<file path="config.mk">
export PLATFORM = sky130hd
export DESIGN_NAME = mem_stage
export DESIGN_NICKNAME = d
export VERILOG_FILES = /design/src/rtl/mem_stage_pkg.sv /design/src/rtl/mem_align.sv /design/src/rtl/mem_stage.sv
export SDC_FILE = /design/constraint.sdc
export NUM_CORES = 1
export LEC_CHECK = 0
export ABC_AREA = 1
export ABC_CLOCK_PERIOD_IN_PS = 5200
export BUFFER_PORTS_ARGS = -buffer_cell sky130_fd_sc_hd__buf_2
export CORE_AREA = 2 2 166 168
export DETAILED_ROUTE_END_ITERATION = 7
export DIE_AREA = 0 0 168 170
export GPL_TIMING_DRIVEN = 0
export SLEW_MARGIN = 30
export SYNTH_ARGS = -nofsm -noshare
export SYNTH_HDL_FRONTEND = slang
export SYNTH_SLANG_ARGS = --single-unit
</file>
<file path="constraint.sdc">
create_clock -name clk -period 5.2 [get_ports clk]
set_clock_uncertainty 0.1 [all_clocks]
set_input_delay 0.26 -clock clk [delete_from_list [all_inputs] [get_ports clk]]
set_output_delay 0.26 -clock clk [all_outputs]
set_load 0.02 [all_outputs]
</file>
<file path="src/rtl/mem_stage_pkg.sv">
// Shared constants for the memory-access stage: size masks, FSM states, timeout default.
package mem_stage_pkg;

    localparam logic [3:0] MASK_B = 4'b0001;
    localparam logic [3:0] MASK_H = 4'b0011;
    localparam logic [3:0] MASK_W = 4'b1111;

    localparam int unsigned TIMEOUT_DEFAULT = 255;
    localparam int unsigned CNT_W           = 10;

    typedef enum logic {
        ST_IDLE = 1'b0,
        ST_WAIT = 1'b1
    } state_t;

endpackage

</file>
<file path="src/rtl/mem_align.sv">
// Combinational store-lane replication, byte strobes and load extraction/extension.
module mem_align
    import mem_stage_pkg::*;
(
    input  logic [1:0]  i_offset,
    input  logic [3:0]  i_mask,
    input  logic        i_signed,
    input  logic [31:0] i_store_data,
    input  logic [31:0] i_read_word,
    output logic [31:0] o_wdata,
    output logic [3:0]  o_wstrb,
    output logic [31:0] o_load_data
);

    // Low 16 bits of the read word after shifting the addressed byte down to lane 0.
    logic [15:0] w_lane;

    // Decode access size into lane data, strobes and the extended load value.
    always_comb begin
        w_lane      = 16'(i_read_word >> {i_offset, 3'b000});
        o_wdata     = i_store_data;
        o_wstrb     = 4'b1111;
        o_load_data = i_read_word;
        case (i_mask)
            MASK_B: begin
                o_wdata     = {4{i_store_data[7:0]}};
                o_wstrb     = 4'b0001 << i_offset;
                o_load_data = {{24{i_signed & w_lane[7]}}, w_lane[7:0]};
            end
            MASK_H: begin
                o_wdata     = {2{i_store_data[15:0]}};
                o_wstrb     = 4'b0011 << i_offset;
                o_load_data = {{16{i_signed & w_lane[15]}}, w_lane};
            end
            default: begin
            end
        endcase
    end

endmodule

</file>
<file path="src/rtl/mem_stage.sv">
// Memory-access pipeline stage: input register, request/ready bus FSM with timeout,
// and write-back / forwarding outputs.
module mem_stage
    import mem_stage_pkg::*;
#(
    parameter int unsigned TIMEOUT_CYCLES = TIMEOUT_DEFAULT
) (
    input  logic        clk,
    input  logic        rst,
    input  logic [31:0] memAddr_i,
    input  logic [31:0] memData_i,
    input  logic        readWr_i,
    input  logic        writeWr_i,
    input  logic [3:0]  rmask_i,
    input  logic [3:0]  wmask_i,
    input  logic        load_signed_i,
    input  logic [31:0] regcData_i,
    input  logic [4:0]  regcAddr_i,
    input  logic        regcWr_i,
    input  logic [31:0] inst_debug_i,
    input  logic [31:0] pc_debug_i,
    output logic        stall,
    output logic        dmem_req,
    output logic        dmem_we,
    output logic [31:0] dmem_addr,
    output logic [31:0] dmem_wdata,
    output logic [3:0]  dmem_wstrb,
    input  logic        dmem_ready,
    input  logic [31:0] dmem_rdata,
    output logic [31:0] regcData,
    output logic [4:0]  regcAddr,
    output logic        regcWr,
    output logic        mem_regWr,
    output logic [31:0] mem_data,
    output logic [4:0]  mem_regAddr,
    output logic        misalign,
    output logic        bus_err,
    output logic [31:0] inst_debug,
    output logic [31:0] pc_debug
);

    // Abort fires on the TIMEOUT_CYCLES-th cycle spent in WAIT.
    localparam logic [CNT_W-1:0] LAST_WAIT = CNT_W'(TIMEOUT_CYCLES - 1);

    logic [31:0] r_addr, r_data, r_alu, r_inst, r_pc;
    logic [3:0]  r_rmask, r_wmask;
    logic [4:0]  r_rd_addr;
    logic        r_read, r_write, r_signed, r_alu_wr;
    logic        r_misalign, r_bus_err;
    state_t      r_state, w_state_next;
    logic [CNT_W-1:0] r_cnt, w_cnt_next;

    logic [3:0]  w_mask, w_wstrb;
    logic [31:0] w_wdata, w_load_data;
    logic        w_aligned, w_access, w_valid, w_misalign, w_abort, w_is_load;

    // Input register: holds the instruction while an access is outstanding.
    always_ff @(posedge clk or negedge rst) begin
        if (!rst) begin
            r_addr    <= '0;
            r_data    <= '0;
            r_alu     <= '0;
            r_inst    <= '0;
            r_pc      <= '0;
            r_rmask   <= '0;
            r_wmask   <= '0;
            r_rd_addr <= '0;
            r_read    <= 1'b0;
            r_write   <= 1'b0;
            r_signed  <= 1'b0;
            r_alu_wr  <= 1'b0;
        end else if (!stall) begin
            r_addr    <= memAddr_i;
            r_data    <= memData_i;
            r_alu     <= regcData_i;
            r_inst    <= inst_debug_i;
            r_pc      <= pc_debug_i;
            r_rmask   <= rmask_i;
            r_wmask   <= wmask_i;
            r_rd_addr <= regcAddr_i;
            r_read    <= readWr_i;
            r_write   <= writeWr_i;
            r_signed  <= load_signed_i;
            r_alu_wr  <= regcWr_i;
        end
    end

    // Access size and alignment; a store takes its size from wmask, a load from rmask.
    always_comb begin
        w_mask = r_write ? r_wmask : r_rmask;
        case (w_mask)
            MASK_H:  w_aligned = ~r_addr[0];
            MASK_W:  w_aligned = (r_addr[1:0] == 2'b00);
            default: w_aligned = 1'b1;
        endcase
    end

    assign w_access   = r_read | r_write;
    assign w_valid    = w_access & w_aligned;
    assign w_misalign = w_access & ~w_aligned;
    assign w_is_load  = r_read & ~r_write;

    mem_align u_align (
        .i_offset     (r_addr[1:0]),
        .i_mask       (w_mask),
        .i_signed     (r_signed),
        .i_store_data (r_data),
        .i_read_word  (dmem_rdata),
        .o_wdata      (w_wdata),
        .o_wstrb      (w_wstrb),
        .o_load_data  (w_load_data)
    );

    // FSM state and wait counter.
    always_ff @(posedge clk or negedge rst) begin
        if (!rst) begin
            r_state <= ST_IDLE;
            r_cnt   <= '0;
        end else begin
            r_state <= w_state_next;
            r_cnt   <= w_cnt_next;
        end
    end

    // Next state, saturating counter and timeout abort; ready beats a same-cycle timeout.
    always_comb begin
        w_state_next = r_state;
        w_cnt_next   = r_cnt;
        w_abort      = 1'b0;
        case (r_state)
            ST_IDLE: begin
                if (w_valid && !dmem_ready) begin
                    w_state_next = ST_WAIT;
                    w_cnt_next   = '0;
                end
            end
            ST_WAIT: begin
                if (dmem_ready) begin
                    w_state_next = ST_IDLE;
                end else if (r_cnt >= LAST_WAIT) begin
                    w_abort      = 1'b1;
                    w_state_next = ST_IDLE;
                end else if (r_cnt != '1) begin
                    w_cnt_next = r_cnt + 1'b1;
                end
            end
            default: w_state_next = ST_IDLE;
        endcase
    end

    // Sticky fault flags.
    always_ff @(posedge clk or negedge rst) begin
        if (!rst) begin
            r_misalign <= 1'b0;
            r_bus_err  <= 1'b0;
        end else begin
            if (w_misalign) r_misalign <= 1'b1;
            if (w_abort)    r_bus_err  <= 1'b1;
        end
    end

    assign stall      = w_valid & ~dmem_ready & ~w_abort;
    assign dmem_req   = w_valid;
    assign dmem_we    = w_valid & r_write;
    assign dmem_addr  = {r_addr[31:2], 2'b00};
    assign dmem_wdata = w_wdata;
    assign dmem_wstrb = (w_valid & r_write) ? w_wstrb : 4'b0000;

    assign regcData    = w_is_load ? w_load_data : r_alu;
    assign regcAddr    = r_rd_addr;
    assign regcWr      = r_alu_wr & ~stall & ~w_misalign & ~w_abort;
    assign mem_regWr   = regcWr;
    assign mem_data    = regcData;
    assign mem_regAddr = regcAddr;
    assign misalign    = r_misalign;
    assign bus_err     = r_bus_err;
    assign inst_debug  = r_inst;
    assign pc_debug    = r_pc;

endmodule

</file>
# Word-level counts from Yosys, hierarchy flattened
# Cells that the tools add are included.
# classes
addsub,1
order_cmp,1
eq_ne,8
n_shift,3
mux,19
bitwise_logic,20
reduce_logical,4
# ops
op,n
32-bit one-hot mux with 2 select lines,2
10-bit two-way mux,4
32-bit two-way mux,1
32-bit by 5-bit >> shifter with 16-bit output,1
10-bit one-hot mux with 2 select lines,1
1-bit AND,11
"10-bit by 1-bit adder with 10-bit output, second input constant",1
"10-bit by 8-bit greater-or-equal comparator with 1-bit output, second input constant",1
"10-bit != test, second input constant",1
4-bit two-way mux,2
1-bit inverter,8
4-bit one-hot mux with 2 select lines,1
1-bit two-way mux,6
"2-bit != test, second input constant",3
"4-bit by 1-bit == test with 1-bit output, second input constant",1
"4-bit by 2-bit == test with 1-bit output, second input constant",1
"4-bit == test, second input constant",1
1-bit one-hot mux with 2 select lines,2
4-bit AND reduction,1
"1-bit by 2-bit << shifter with 4-bit output, first input constant",1
"2-bit by 2-bit << shifter with 4-bit output, first input constant",1
2-bit zero test,1
"2-bit by 1-bit != test with 1-bit output, second input constant",1
1-bit logical AND,1
2 further kinds,2
# totals
ff_bits,190
word_cells,72

# Longest topological paths before layout
# depth
ltp_word,10
mapped_depth,15
ltp_nobuf,12

# Cells and area by module
# From an unflattened synthesis, not the netlist that was laid out.
# unflattened
hier_cells,1281
area_unflattened_um2,9843.2
# modules_own_cells
mod,n_inst,cells_each,area_each_um2,seq_area_each_um2
mem_stage,1,1001,8544.4,4754.6
mem_align,1,280,1298.7,0.0

# Worst setup path before layout
# OpenSTA, ideal clock, no wires.
# synth_path
path_type,register to output
from,register r_write
to,output port regcData[7]
t_arrival_ns,2.152
t_required_ns,4.840
path_slack_ns,2.688
stages_incl_launch_ff,13
n_path_buf,4
cell_sequence,dfrtp_1 > buf_2 > clkinv_2 > nand2_1 > nand2_1 > nand2_1 > inv_1 > nand2_1 > buf_2 > buf_2 > nor2_1 > o21ai_0 > buf_4
# synth_between
elab_chain_cells,4
# synth_lines
element,line,source
"start, declared",mem_stage.sv:48,"logic r_read, r_write, r_signed, r_alu_wr;"
"start signal, assigned",mem_stage.sv:82,r_write <= writeWr_i;
4-bit two-way mux,mem_stage.sv:90,w_mask = r_write ? r_wmask : r_rmask;
4-bit by 2-bit == test with 1-bit output or 4-bit by 1-bit == test with 1-bit output (tied branches),mem_align.sv:24,case (i_mask)
32-bit one-hot mux with 2 select lines,mem_align.sv:24,
32-bit two-way mux (*),mem_stage.sv:169,assign regcData = w_is_load ? w_load_data : r_alu;
"end, declared",mem_stage.sv:30,"output logic [31:0] regcData,"
# Mark *: on every way between the ends. The rest lies on a longest branch, timed or not.

# Final worst setup path
# layout_path
from,register r_write
to,output port regcData[4]
# Same word-level chain as after synthesis.

==> impl_results.md <==
* M3 GR Usage at 0.0579
* Power density cells at 417 mW/mm2
* Crit-path cells: buf_2 -> clkinv_2 -> nand2_1 -> nand2_1 -> nand2_1 -> inv_1 -> nand2_1 -> inv_1 -> clkbuf_1 -> clkbuf_1 -> a21oi_1 -> o21ai_0 -> nand2_1 -> buf_4 -> buf_2
* Die ar. at 0.0286 mm2
* Final setup viols at 0
* Yosys cell types at 33
* Initial antenna violation count at 0
* Setup bufs post-CTS at 0
* Synthesized area at 0.00961 mm2
* FP Rows at 60
* Vias in the first global route at 10,397
* Unrepaired setup endpoints after global routing: false
* Status: complete, no violations
* Hold Fails Final Rpt at 0
* Syn Area/Cell at 7.46 um2
* Number of synthesized register bits at 190
* Initial Util at 0.360
* Routed wire length at 35,000 um
* Die Span X at 168 um
* Ys async rst share at 1.00
* Worst-path clk slew at 0.08 ns
* Clk_lat worst skew at 0.43 ns
* Most frequent cells in the layout: nand2_1, buf_2, dfrtp_1, dlygate4sd3_1, buf_4
* Met2 GRT Util at 0.428
* CP Class: register to output pin
* IO buf count at 422
* Worst Slack Setup Final at 1.77 ns
* Crit-path max FO at 10
* Leak at 0.00824 uW
* Slowest stage delay, CP at 0.43 ns
* Sequential fraction of the synthesis area at 0.495
* Clock Sinks at 190
* Die height at 170 um
* GRT Max-Usage Layer: met2
* Post-route ant nets at 0
* CTS tree: yes
* Proportion of layout cells with a drive suffix above 1 at 0.308
* Setup TNS at 0 ns
* Min-delay worst type: primary input to register
* Max clock buf depth at 2
* Max_slew headroom at 0.539
* Initial DRC Count at 557
* Critical path capture point type: output pin
* Ys flop type: dfrtp_1
* RD Place Congestion at 0.890
* CP max-delay cell: clkbuf_1
* Multi-input gate area at 0.00364 mm2
* Worst path bufs/invs at 8
* GR Util met1 at 0.286
* Min Tclk post-route at 3.43 ns
* Total GRT Usage at 0.242
* Global-route wire length before repair at 53,900 um
* H-tree levels at 4
* Via/cell ratio at 4.57
* Total gr overflow at 0
* Worst Path Required at 4.84 ns
* Reg area at 0.00475 mm2
* Final period util at 0.659
* Synthesized instance count at 1,287
* Critical path launch point type: register
* VDD IR max at 0.000195 V
* Final HPWL DP at 25,900 um
* Drt pass-1 iters at 5
* I/O pins at 425
* Worst path arrival time at 3.07 ns
* Commonest non-fill, non-tap cell in the layout: nand2_1
* Clk root buf: clkbuf_16
* Fin nets at 2,122
* Core ar. at 0.0267 mm2
* EDFF count, synth at 0
* Worst R2R Setup Slack at 2.48 ns
* FILL cells at 2,564
* WL/cell at 15.5 um
* # diodes at 0
* Post-Place Setup Slack at 2.20 ns
* Fmax at 292 MHz
* Worst slew pin tran at 0.689 ns
* CP most frequent cell: nand2_1
* Area grow syn2layout at 52.0%
* Via count at 10,326
* Pins over their slew limit at 0
* CTS buffer count at 17
* Largest net degree at the start of global routing at 78
* Max cap viols at 0
* CP delay by family, top: buffers and inverters
* Yosys Warn Count at 0
* DRC Markers at 0
==> cells in the mapped netlist, types with 2 or more instances <==
master	n	area, um2
a21oi_1	43	215
buf_1	3	11.3
buf_2	19	95.1
buf_4	107	803
clkbuf_1	10	37.5
clkinv_1	4	15.0
dfrtp_1	190	4750
ha_1	2	25.0
inv_1	65	244
nand2_1	682	2560
nand2_2	2	12.5
nand3_1	44	220
nor2_1	30	113
nor2_2	2	12.5
nor3_1	4	20.0
o211ai_1	4	30.0
o21ai_0	41	205
o21ai_1	10	50.1
o22ai_1	8	50.1
o2bb2ai_1	3	26.3
or2_2	2	12.5
==> worst paths after layout <==
check                        startpoint     endpoint  cells after the start
max reg2reg                   r_addr[1]  pc_debug[4]                     13
min in group asynchronous           rst     r_cnt[1]                      3
max in group asynchronous           rst   r_data[11]                      4
max                             r_write  regcData[4]                     15
min                        memAddr_i[0]    r_addr[0]                      3
min reg2reg                   r_alu[16]    r_alu[16]                      2
==> metal layers <==
metal / up-vias / routed length, um / share of wire
li1: 5116 / - / -
met1: 4782 / 14400 / 0.41
met2: 374 / 17300 / 0.49
met3: 54 / 2360 / 0.067
met4: 0 / 1010 / 0.029
met5: - / 0 / 0
==> layout make-up <==
type,instances,share of cell area
Sequential cell,190,0.326
Timing Repair Buffer,601,0.272
Multi-Input combinational cell,888,0.249
Buffer,139,0.0649
Tap cell,341,0.0292
Clock buffer,17,0.0291
Inverter,71,0.0183
Clock inverter,14,0.0117
==> cells by family after synthesis <==
| family | Yosys count | share of synthesized area |
|---|---|---|
| AND/OR/NAND/NOR | 771 | 0.312 |
| buffers and inverters | 210 | 0.126 |
| flip-flops | 190 | 0.495 |
| AO/OA/AOI/OAI | 111 | 0.0616 |
| XOR/XNOR | 2 | 0.00182 |
| adder cells (fa/ha/maj) | 2 | 0.00260 |
| other | 1 | 0.000390 |
==> worst reg2reg max path: stages (launching register included) <==
cell	delay (ns)
dfrtp_1	0.32
buf_2	0.22
nor2_1	0.13
inv_1	0.27
nand3_1	0.12
a21oi_1	0.21
nand2_2	0.10
nand2_2	0.12
nor2_1	0.07
nand2_1	0.29
buf_4	0.29
buf_4	0.22
nand2_1	0.12
nand2_1	0.08
==> state kept, by name, summed over array words and instances (netlist names) <==
signal,count
r_addr,32
bus_err,1
r_read,1
r_cnt,10
r_rmask,4
r_wmask,4
r_data,32
r_alu,32
r_state,1
pc_debug,32
mem_regAddr,5
inst_debug,32
r_alu_wr,1
r_signed,1
r_write,1
misalign,1
==> power breakdown <==
part / internal [uW] / switching (uW) / leakage (uW)
logic: 1010 / 1730 / 0.00566
registers: 1800 / 191 / 0.00230
clock network: 690 / 669 / 0.000290
total: 3500 / 2590 / 0.00824
==> through the flow <==
step | cells | hold WS, ns | util | cell area (um2) | total power, uW
CTS | 2261 | 0.00203 | 0.548 | 14600 | 6140
global placement | 2051 | 0.348 | 0.456 | 12100 | 4620
finish | 2261 | 0.0118 | 0.548 | 14600 | 6090
detailed placement | 2054 | 0.198 | 0.459 | 12200 | 4660
global route | 2261 | 0.0172 | 0.548 | 14600 | 6470
floorplan | 1288 | -0.136 | - | 9610 | 3690
==> what timing repair did <==
item,CTS,global route
endpoints found under the hold margin,250,0
hold buffers,176,0
gates resized for setup,0,0
Note: power is estimated with default switching activity, not from simulation.
